**src/rtl/imem_loader_pkg.sv**
```systemverilog
// ============================================================================
// Module : imem_loader_pkg
// Brief  : Shared constants and loader state encoding for the instruction
//          memory and its program loader.
// Rev    : 1.0  initial release
// ============================================================================
`default_nettype none

package imem_loader_pkg;

    localparam int IMEM_DEPTH = 32;
    localparam int IMEM_AW    = 5;
    localparam int INSTR_W    = 16;

    typedef enum logic [2:0] {
        S_IDLE  = 3'd0,
        S_HDR   = 3'd1,
        S_HI    = 3'd2,
        S_LO    = 3'd3,
        S_CHK   = 3'd4,
        S_DONE  = 3'd5,
        S_ERROR = 3'd6
    } loader_state_t;

endpackage

`default_nettype wire

```
**src/rtl/imem_program_loader.sv**
```systemverilog
// ============================================================================
// Module : imem_program_loader
// Brief  : Fills the instruction memory from a framed byte stream and holds
//          the CPU while loading. IMEM_LOADER_CHECKSUM_EN adds a trailing
//          XOR checksum byte.
// Rev    : 1.0  initial release
// ============================================================================
`default_nettype none

module imem_program_loader
    import imem_loader_pkg::*;
#(
    parameter int DEPTH = IMEM_DEPTH,
    parameter int AW    = IMEM_AW,
    parameter int DW    = INSTR_W
) (
    input  logic          clk,
    input  logic          rst_n,
    input  logic          start,
    input  logic          in_valid,
    input  logic [7:0]    in_data,
    output logic          in_ready,
    output logic          imem_we,
    output logic [AW-1:0] imem_addr,
    output logic [DW-1:0] imem_wdata,
    output logic          cpu_hold,
    output logic          done,
    output logic          error,
    output logic [AW:0]   words_loaded
);

    loader_state_t state_q;
    logic [AW:0]   n_q;
    logic [7:0]    hi_q;
    logic [AW-1:0] addr_q;
    logic [AW:0]   words_q;
    logic          in_ready_q;
    logic          we_q;
    logic [AW-1:0] waddr_q;
    logic [DW-1:0] wdata_q;
    logic          hold_q;
    logic          done_q;
    logic          error_q;
`ifdef IMEM_LOADER_CHECKSUM_EN
    logic [7:0]    csum_q;
`endif

    logic          accept;
    logic [AW:0]   words_inc;
    logic          hdr_bad;

    assign accept    = in_valid && in_ready_q;
    assign words_inc = words_q + (AW+1)'(1);
    assign hdr_bad   = (in_data == 8'd0) || (in_data > 8'(DEPTH));

    always_ff @(posedge clk or negedge rst_n) begin
        if (!rst_n) begin
            state_q    <= S_IDLE;
            n_q        <= '0;
            hi_q       <= '0;
            addr_q     <= '0;
            words_q    <= '0;
            in_ready_q <= 1'b0;
            we_q       <= 1'b0;
            waddr_q    <= '0;
            wdata_q    <= '0;
            hold_q     <= 1'b0;
            done_q     <= 1'b0;
            error_q    <= 1'b0;
`ifdef IMEM_LOADER_CHECKSUM_EN
            csum_q     <= '0;
`endif
        end else begin
            we_q <= 1'b0;
            case (state_q)
                S_IDLE, S_DONE, S_ERROR: begin
                    if (start) begin
                        state_q    <= S_HDR;
                        in_ready_q <= 1'b1;
                        hold_q     <= 1'b1;
                        done_q     <= 1'b0;
                        error_q    <= 1'b0;
                        words_q    <= '0;
                        addr_q     <= '0;
`ifdef IMEM_LOADER_CHECKSUM_EN
                        csum_q     <= '0;
`endif
                    end
                end
                S_HDR: begin
                    if (accept) begin
                        if (hdr_bad) begin
                            state_q    <= S_ERROR;
                            in_ready_q <= 1'b0;
                            hold_q     <= 1'b0;
                            error_q    <= 1'b1;
                        end else begin
                            n_q     <= in_data[AW:0];
                            state_q <= S_HI;
                        end
                    end
                end
                S_HI: begin
                    if (accept) begin
                        hi_q    <= in_data;
                        state_q <= S_LO;
`ifdef IMEM_LOADER_CHECKSUM_EN
                        csum_q  <= csum_q ^ in_data;
`endif
                    end
                end
                S_LO: begin
                    if (accept) begin
                        // Strobe, address and count all become visible together.
                        we_q    <= 1'b1;
                        wdata_q <= {hi_q, in_data};
                        waddr_q <= addr_q;
                        addr_q  <= addr_q + AW'(1);
                        words_q <= words_inc;
`ifdef IMEM_LOADER_CHECKSUM_EN
                        csum_q  <= csum_q ^ in_data;
                        state_q <= (words_inc == n_q) ? S_CHK : S_HI;
`else
                        if (words_inc == n_q) begin
                            state_q    <= S_DONE;
                            in_ready_q <= 1'b0;
                            hold_q     <= 1'b0;
                            done_q     <= 1'b1;
                        end else begin
                            state_q <= S_HI;
                        end
`endif
                    end
                end
`ifdef IMEM_LOADER_CHECKSUM_EN
                S_CHK: begin
                    if (accept) begin
                        in_ready_q <= 1'b0;
                        hold_q     <= 1'b0;
                        if (in_data == csum_q) begin
                            state_q <= S_DONE;
                            done_q  <= 1'b1;
                        end else begin
                            state_q <= S_ERROR;
                            error_q <= 1'b1;
                        end
                    end
                end
`endif
                default: begin
                    state_q    <= S_IDLE;
                    in_ready_q <= 1'b0;
                    hold_q     <= 1'b0;
                end
            endcase
        end
    end

    assign in_ready     = in_ready_q;
    assign imem_we      = we_q;
    assign imem_addr    = waddr_q;
    assign imem_wdata   = wdata_q;
    assign cpu_hold     = hold_q;
    assign done         = done_q;
    assign error        = error_q;
    assign words_loaded = words_q;

endmodule

`default_nettype wire

```
**config.mk**
```make
export PLATFORM = sky130hd
export DESIGN_NAME = imem_program_loader
export DESIGN_NICKNAME = d
export VERILOG_FILES = /design/src/rtl/imem_loader_pkg.sv /design/src/rtl/imem_program_loader.sv
export SDC_FILE = /design/constraint.sdc
export NUM_CORES = 1
export LEC_CHECK = 0
export ABC_AREA = 1
export BUFFER_PORTS_ARGS = -buffer_cell sky130_fd_sc_hd__buf_2
export CAP_MARGIN = 15
export CORE_MARGIN = 3
export CORE_UTILIZATION = 52
export CTS_BUF_LIST = sky130_fd_sc_hd__clkbuf_8
export DETAILED_ROUTE_END_ITERATION = 12
export GPL_ROUTABILITY_DRIVEN = 0
export PLACE_DENSITY = 0.74
export SYNTH_ARGS = -nofsm -noshare
export SYNTH_HDL_FRONTEND = slang
export SYNTH_SLANG_ARGS = --single-unit
export TNS_END_PERCENT = 30
```
**constraint.sdc**
```tcl
create_clock -name clk -period 1.45 [get_ports clk]
set_input_delay 0.29 -clock clk [delete_from_list [all_inputs] [get_ports clk]]
set_output_delay 0.29 -clock clk [all_outputs]
set_load 0.005 [all_outputs]
```
==> impl_metrics.tcl, run 1 <==
set metrics [dict create \
    grt_pass1_vias 2123 \
    post-route-cell-area_um2 3229 \
    synth_ff_type "dfrtp_1" \
    layout_min_cycle_time_ns 1.533 \
    portBuffers 43 \
    hold_violations 0 \
    reg2reg_slack_ns -0.08 \
    hpwl_um 4124 \
    die_height_um 75.89 \
    placed_area_um2 2988 \
    maxSlewHeadroom 0.7673 \
    synth_most_common_cell "nand2_1" \
    core-area_um2 4534 \
    drt_iter0_markers 110 \
    cp_max_fo 9 \
    syn_area_per_cell_um2 7.888 \
    antenna_left 0 \
    violations "negative setup slack" \
    num_io_pins 44 \
    synth.net_count 336 \
    grt-ovfl-total 0 \
    switching_share 0.3988 \
    routedWlPerCell_um 12.20 \
    synth_area_leaders "dfrtp_1, nand2_1, inv_1, o21ai_1, nand3_1" \
    initial_core_util 0.5602 \
    yosysUniqueCellTypes 28 \
    die_area_um2 5759 \
    power_density_nw_per_um2 1780 \
    fmaxAchievable_ghz 0.6522 \
    pre_cts_slack_ns -0.08947 \
    synth_top_area_cell "dfrtp_1" \
    core.rowCount 24 \
    rsz0062_at_grt "true" \
    routed_wl_um 5599 \
    finalSetupTns_ns -0.3959 \
    worstMarginPinSlew_ns 0.3491 \
    min_period_over_period 1.057 \
    ys_seq_area_frac 0.5222 \
    dr.pass1.iters 4 \
    drv_slew 0 \
    pwr-share-clk 0.145 \
    worstPathArrival_ns 1.73 \
    ys_seq_elements 53 \
    grt_use_total 0.2162 \
    die_w_um 75.89 \
    startpoint "state_q[1]$_DFFE_PN0P_" \
    dp.cells 447 \
    p_leak_nw 1.741 \
    syn_inst 322 \
    cp-start-kind "flip-flop" \
    nFillCells 368 \
    p_seq_frac 0.409 \
    cp-end-kind "flip-flop" \
    stdcell_count 459 \
    final_nets 407 \
    drive_gt1_frac 0.3274 \
    clock-sinks 53 \
    vias 2220 \
    grt_pass1_wl_um 9425 \
    cts_buffers 5 \
    power_frac_comb 0.446 \
    hold_path.class "in2reg" \
    setup_viol 7 \
    clock_latency_ns 0.31 \
    r2r_start "state_q[1]$_DFFE_PN0P_" \
    drc 0 \
    htree_levels 2 \
    grt_max_degree 29 \
    clk_path_buf_depth 2 \
    cts-root-buf "clkbuf_8" \
    maxCapViolCount 0 \
    fin_ws_ns -0.08326 \
    status "finished with violations" \
    p_switching_mw 2.293 \
    fin_skew_ns 0.009260 \
    syn_area_um2 2540 \
    path_class "reg2reg" \
    yosys.area.top_type_share 0.5222 \
    peakVddDrop_mv 1.041 \
    synth_edf_count 0 \
    antenna_found_initial 0 \
    cts_tree "done" \
    min_from "in_data[3]" \
    ys_top_cells_by_count "nand2_1, dfrtp_1, inv_1, o21ai_1, nand3_1" \
    p_int_mw 3.456 \
    synth_async_sr_flop_share 1.000 \
    power.total_mw 5.749 \
    vias_per_cell 4.837 \
    clk_pin_slew_ns 0.09 \
    diodes 0 \
    required_ns 1.65 \
    syn2layout_area_growth_pct 27.14 \
    synth_warnings 0 \
]
==> cell usage in the layout (no fill, tap or decap), types with 7 or more instances in the layout <==
cell type,n
nand2_2,14
nand3_1,18
o21ai_1,20
nor2_2,7
o21ai_0,8
dfrtp_1,48
nor2_1,13
buf_4,22
nand2_1,112
buf_2,43
buf_6,7
o21ai_2,7
inv_1,33
==> per-stage QoR <==
stage	hold slack, ns	util
global route	0.2948	0.7122
CTS	0.2965	0.6827
floorplan	-0.005591	-
detailed placement	0.3116	0.6589
global placement	0.3166	0.6589
finish	0.2946	0.7122
==> power by group through the flow <==
| stage | clock network (mW) | registers (mW) | logic [mW] |
|---|---|---|---|
| 2_1_floorplan | 0 | 2.33 | 1.40 |
| 3_3_place_gp | 0 | 2.32 | 2.20 |
| 3_5_place_dp | 0 | 2.35 | 2.26 |
| 4_1_cts | 0.854 | 2.32 | 2.29 |
| 5_1_grt | 0.918 | 2.42 | 2.92 |
| 6_report | 0.835 | 2.35 | 2.56 |
==> worst paths after layout <==
check | end | cells after the start
min reg2reg | imem_wdata[8]$_DFFE_PN0P_ | 2
max in group asynchronous | state_q[2]$_DFFE_PN0P_ | 3
min in group asynchronous | imem_wdata[0]$_DFFE_PN0P_ | 3
max | addr_q[2]$_DFFE_PN0P_ | 12
min | n_q[3]$_DFFE_PN0P_ | 3
max reg2reg | addr_q[2]$_DFFE_PN0P_ | 12
==> logic make-up after synthesis <==
| logic type | synth area share |
|---|---|
| simple gates | 0.2975 |
| flops | 0.5222 |
| buf+inv | 0.08325 |
| compound gates | 0.08375 |
| fa+ha+maj | 0.009851 |
| xor+xnor | 0.003449 |
==> area by class of cell <==
cell class	instances	area, µm²	share of cell area
flip-flops and latches	53	1333	0.4126
inverters	39	156.4	0.04843
clock inverters	2	7.507	0.002325
repair buffers	73	469.2	0.1453
clock buffers	6	82.58	0.02557
well taps	65	81.33	0.02518
multi-input cells	221	1100	0.3406
==> layer usage <==
layer	share of wire	track usage	routed length (µm)
met1	0.45	0.2894	2534
met2	0.48	0.3489	2698
met3	0.047	0.05145	265
met4	0.018	0.06602	102
met5	0	0	0
==> sequential cells by signal (all words and copies together), names as in the netlist <==
register,flops
done,1
imem_addr,5
error,1
imem_wdata,16
state_q,3
addr_q,5
n_q,6
imem_we,1
words_loaded,6
hi_q,8
cpu_hold,1
==> worst max-delay path, stage by stage (launching register included) <==
cell     delay [ns]
dfrtp_2        0.45
inv_2          0.09
nand2_2        0.07
nand2_2        0.10
nor2_2         0.04
nor2_2         0.10
nand2_2        0.10
nand2_4        0.16
inv_6          0.08
nand2_2        0.08
nand2_2        0.04
nand2_1        0.06
nor2_2         0.03
==> timing repair <==
action,in CTS,in global routing
resized for setup,4,40
endpoints found under the setup margin,7,38
pin swaps,2,8
hold buffers,1,0
buffers inserted,0,3
hold endpoints to repair,27,0
No activity file was read; power rests on OpenSTA's default activity.
==> run 2: changes to the inputs <==
--- a/config.mk
+++ b/config.mk
@@ -8,12 +8,14 @@
 export ABC_AREA = 1
 export BUFFER_PORTS_ARGS = -buffer_cell sky130_fd_sc_hd__buf_2
 export CAP_MARGIN = 15
+export CORE_ASPECT_RATIO = 0.5
 export CORE_MARGIN = 3
 export CORE_UTILIZATION = 52
 export CTS_BUF_LIST = sky130_fd_sc_hd__clkbuf_8
 export DETAILED_ROUTE_END_ITERATION = 12
 export GPL_ROUTABILITY_DRIVEN = 0
 export PLACE_DENSITY = 0.74
+export REMOVE_ABC_BUFFERS = 1
 export SYNTH_ARGS = -nofsm -noshare
 export SYNTH_HDL_FRONTEND = slang
 export SYNTH_SLANG_ARGS = --single-unit
==> impl_metrics.tcl, run 2 (synthesis results as in run 1) <==
set metrics [dict create \
    status "finished with violations" \
    violations "negative setup slack" \
    drive_gt1_frac 0.3232 \
    worstMarginPinSlew_ns 0.2795 \
    fmaxAchievable_ghz 0.6166 \
    power_density_nw_per_um2 1845 \
    worstPathArrival_ns 1.84 \
    final_nets 407 \
    fin_skew_ns 0.005311 \
    portBuffers 43 \
    diodes 0 \
    layout_min_cycle_time_ns 1.622 \
    nFillCells 383 \
    die_w_um 104.8 \
    power.total_mw 6.017 \
    syn2layout_area_growth_pct 28.37 \
    post-route-cell-area_um2 3261 \
    drc 0 \
    clk_pin_slew_ns 0.10 \
    clock-sinks 53 \
    core.rowCount 17 \
    num_io_pins 44 \
    initial_core_util 0.5580 \
    stdcell_count 459 \
    min_period_over_period 1.119 \
    cp-end-kind "flip-flop" \
    drt_iter0_markers 115 \
    die_area_um2 5810 \
    fin_ws_ns -0.1719 \
    maxCapViolCount 0 \
    largest_register_ffs 16 \
    clk_path_buf_depth 2 \
    rsz0062_at_grt "true" \
    final_cell_mix "nand2_1, dfrtp_1, buf_2" \
    multiInputGateArea_um2 1111 \
    drv_slew 0 \
    core-area_um2 4552 \
    htree_levels 2 \
    dp.cells 443 \
    hpwl_um 4123 \
    path_class "reg2reg" \
    vias_per_cell 5.139 \
    pre_cts_slack_ns -0.1827 \
    routed_wl_um 6283 \
    cp_max_fo 7 \
    cp-start-kind "flip-flop" \
    maxSlewHeadroom 0.8137 \
    placed_area_um2 2947 \
    grt_max_degree 54 \
    clock_latency_ns 0.32 \
    antenna_found_initial 0 \
    hold_violations 0 \
    fin_util 0.7163 \
    cts-root-buf "clkbuf_8" \
    peakVddDrop_mv 0.8492 \
    grt_pass1_vias 2265 \
    vias 2359 \
    whs_ns 0.2651 \
    setup_viol 18 \
    grt_use_total 0.2191 \
    routedWlPerCell_um 13.69 \
    required_ns 1.67 \
    antenna_left 0 \
    dr.pass1.iters 4 \
    grt_pass1_wl_um 10310 \
    hold_path.class "in2reg" \
    regArea_um2 1331 \
    grt-ovfl-total 0 \
    cts_buffers 5 \
    finalSetupTns_ns -1.490 \
    layout_commonest_cell "nand2_1" \
    die_height_um 55.42 \
    cts_tree "done" \
    p_leak_nw 1.748 \
]
==> run 2: cell count changes in the layout (fill, tap and decap cells not counted), moves of 3 or more <==
| cell | change |
|---|---|
| o21ai_2 | -3 |
| o21ai_0 | +3 |
| buf_6 | -4 |
| nand2_2 | -3 |
| inv_1 | -3 |
==> run 2: worst max-delay path, stage by stage, from the launching register on <==
cell and delay (ns):
dfrtp_1 0.42, buf_4 0.17, inv_1 0.10, nor2_2 0.05
buf_4 0.13, nand3_1 0.08, nand3_1 0.10, nand2_2 0.09
nand3_1 0.10, nand2_2 0.11, nand2_1 0.06, nand2_1 0.06
nand2_1 0.05
==> run 2: routing by layer <==
| metal | vias up | part of all wire | GRT usage | wire [µm] |
|---|---|---|---|---|
| met5 | - | 0 | 0 | 0 |
| met4 | 0 | 0.026 | 0.07477 | 162 |
| met3 | 18 | 0.063 | 0.05951 | 396 |
| met2 | 92 | 0.46 | 0.3555 | 2862 |
| met1 | 1094 | 0.46 | 0.2864 | 2862 |
| li1 | 1155 | - | - | - |
==> run 2: area by class of cell <==
| class | instances | share of cell area |
|---|---|---|
| Clock inverter | 2 | 0.01190 |
| Multi-Input combinational cell | 222 | 0.3408 |
| Inverter | 39 | 0.05180 |
| Sequential cell | 53 | 0.4083 |
| Clock buffer | 5 | 0.02111 |
| Timing Repair Buffer | 72 | 0.1408 |
| Tap cell | 66 | 0.02533 |
==> run 2: power breakdown <==
| group | internal, mW | switching (mW) |
|---|---|---|
| Sequential | 1.98 | 0.361 |
| Combinational | 1.09 | 1.55 |
| Clock | 0.512 | 0.513 |
| Total | 3.59 | 2.43 |
==> run 2: path summary, 6_finish.rpt <==
check | depth (start not counted) | from | slack (ns) | endpoint
max | 12 | words_loaded[0]$_DFFE_PN0P_ | -0.17 | cpu_hold$_DFFE_PN0P_
max reg2reg | 12 | words_loaded[0]$_DFFE_PN0P_ | -0.17 | cpu_hold$_DFFE_PN0P_
min | 3 | in_data[2] | 0.27 | n_q[2]$_DFFE_PN0P_
max in group asynchronous | 3 | rst_n | 0.70 | state_q[0]$_DFFE_PN0P_
min in group asynchronous | 3 | rst_n | 0.49 | imem_addr[4]$_DFFE_PN0P_
min reg2reg | 2 | imem_addr[0]$_DFFE_PN0P_ | 0.48 | imem_addr[0]$_DFFE_PN0P_
==> run 2: what timing repair did <==
action                     CTS  global route
gates cloned                 0             1
setup endpoints to repair   30            32
hold buffers                 1             0
hold endpoints to repair    53             0
setup buffers                3             4
pin swaps                    8            16
resized for setup           17            27
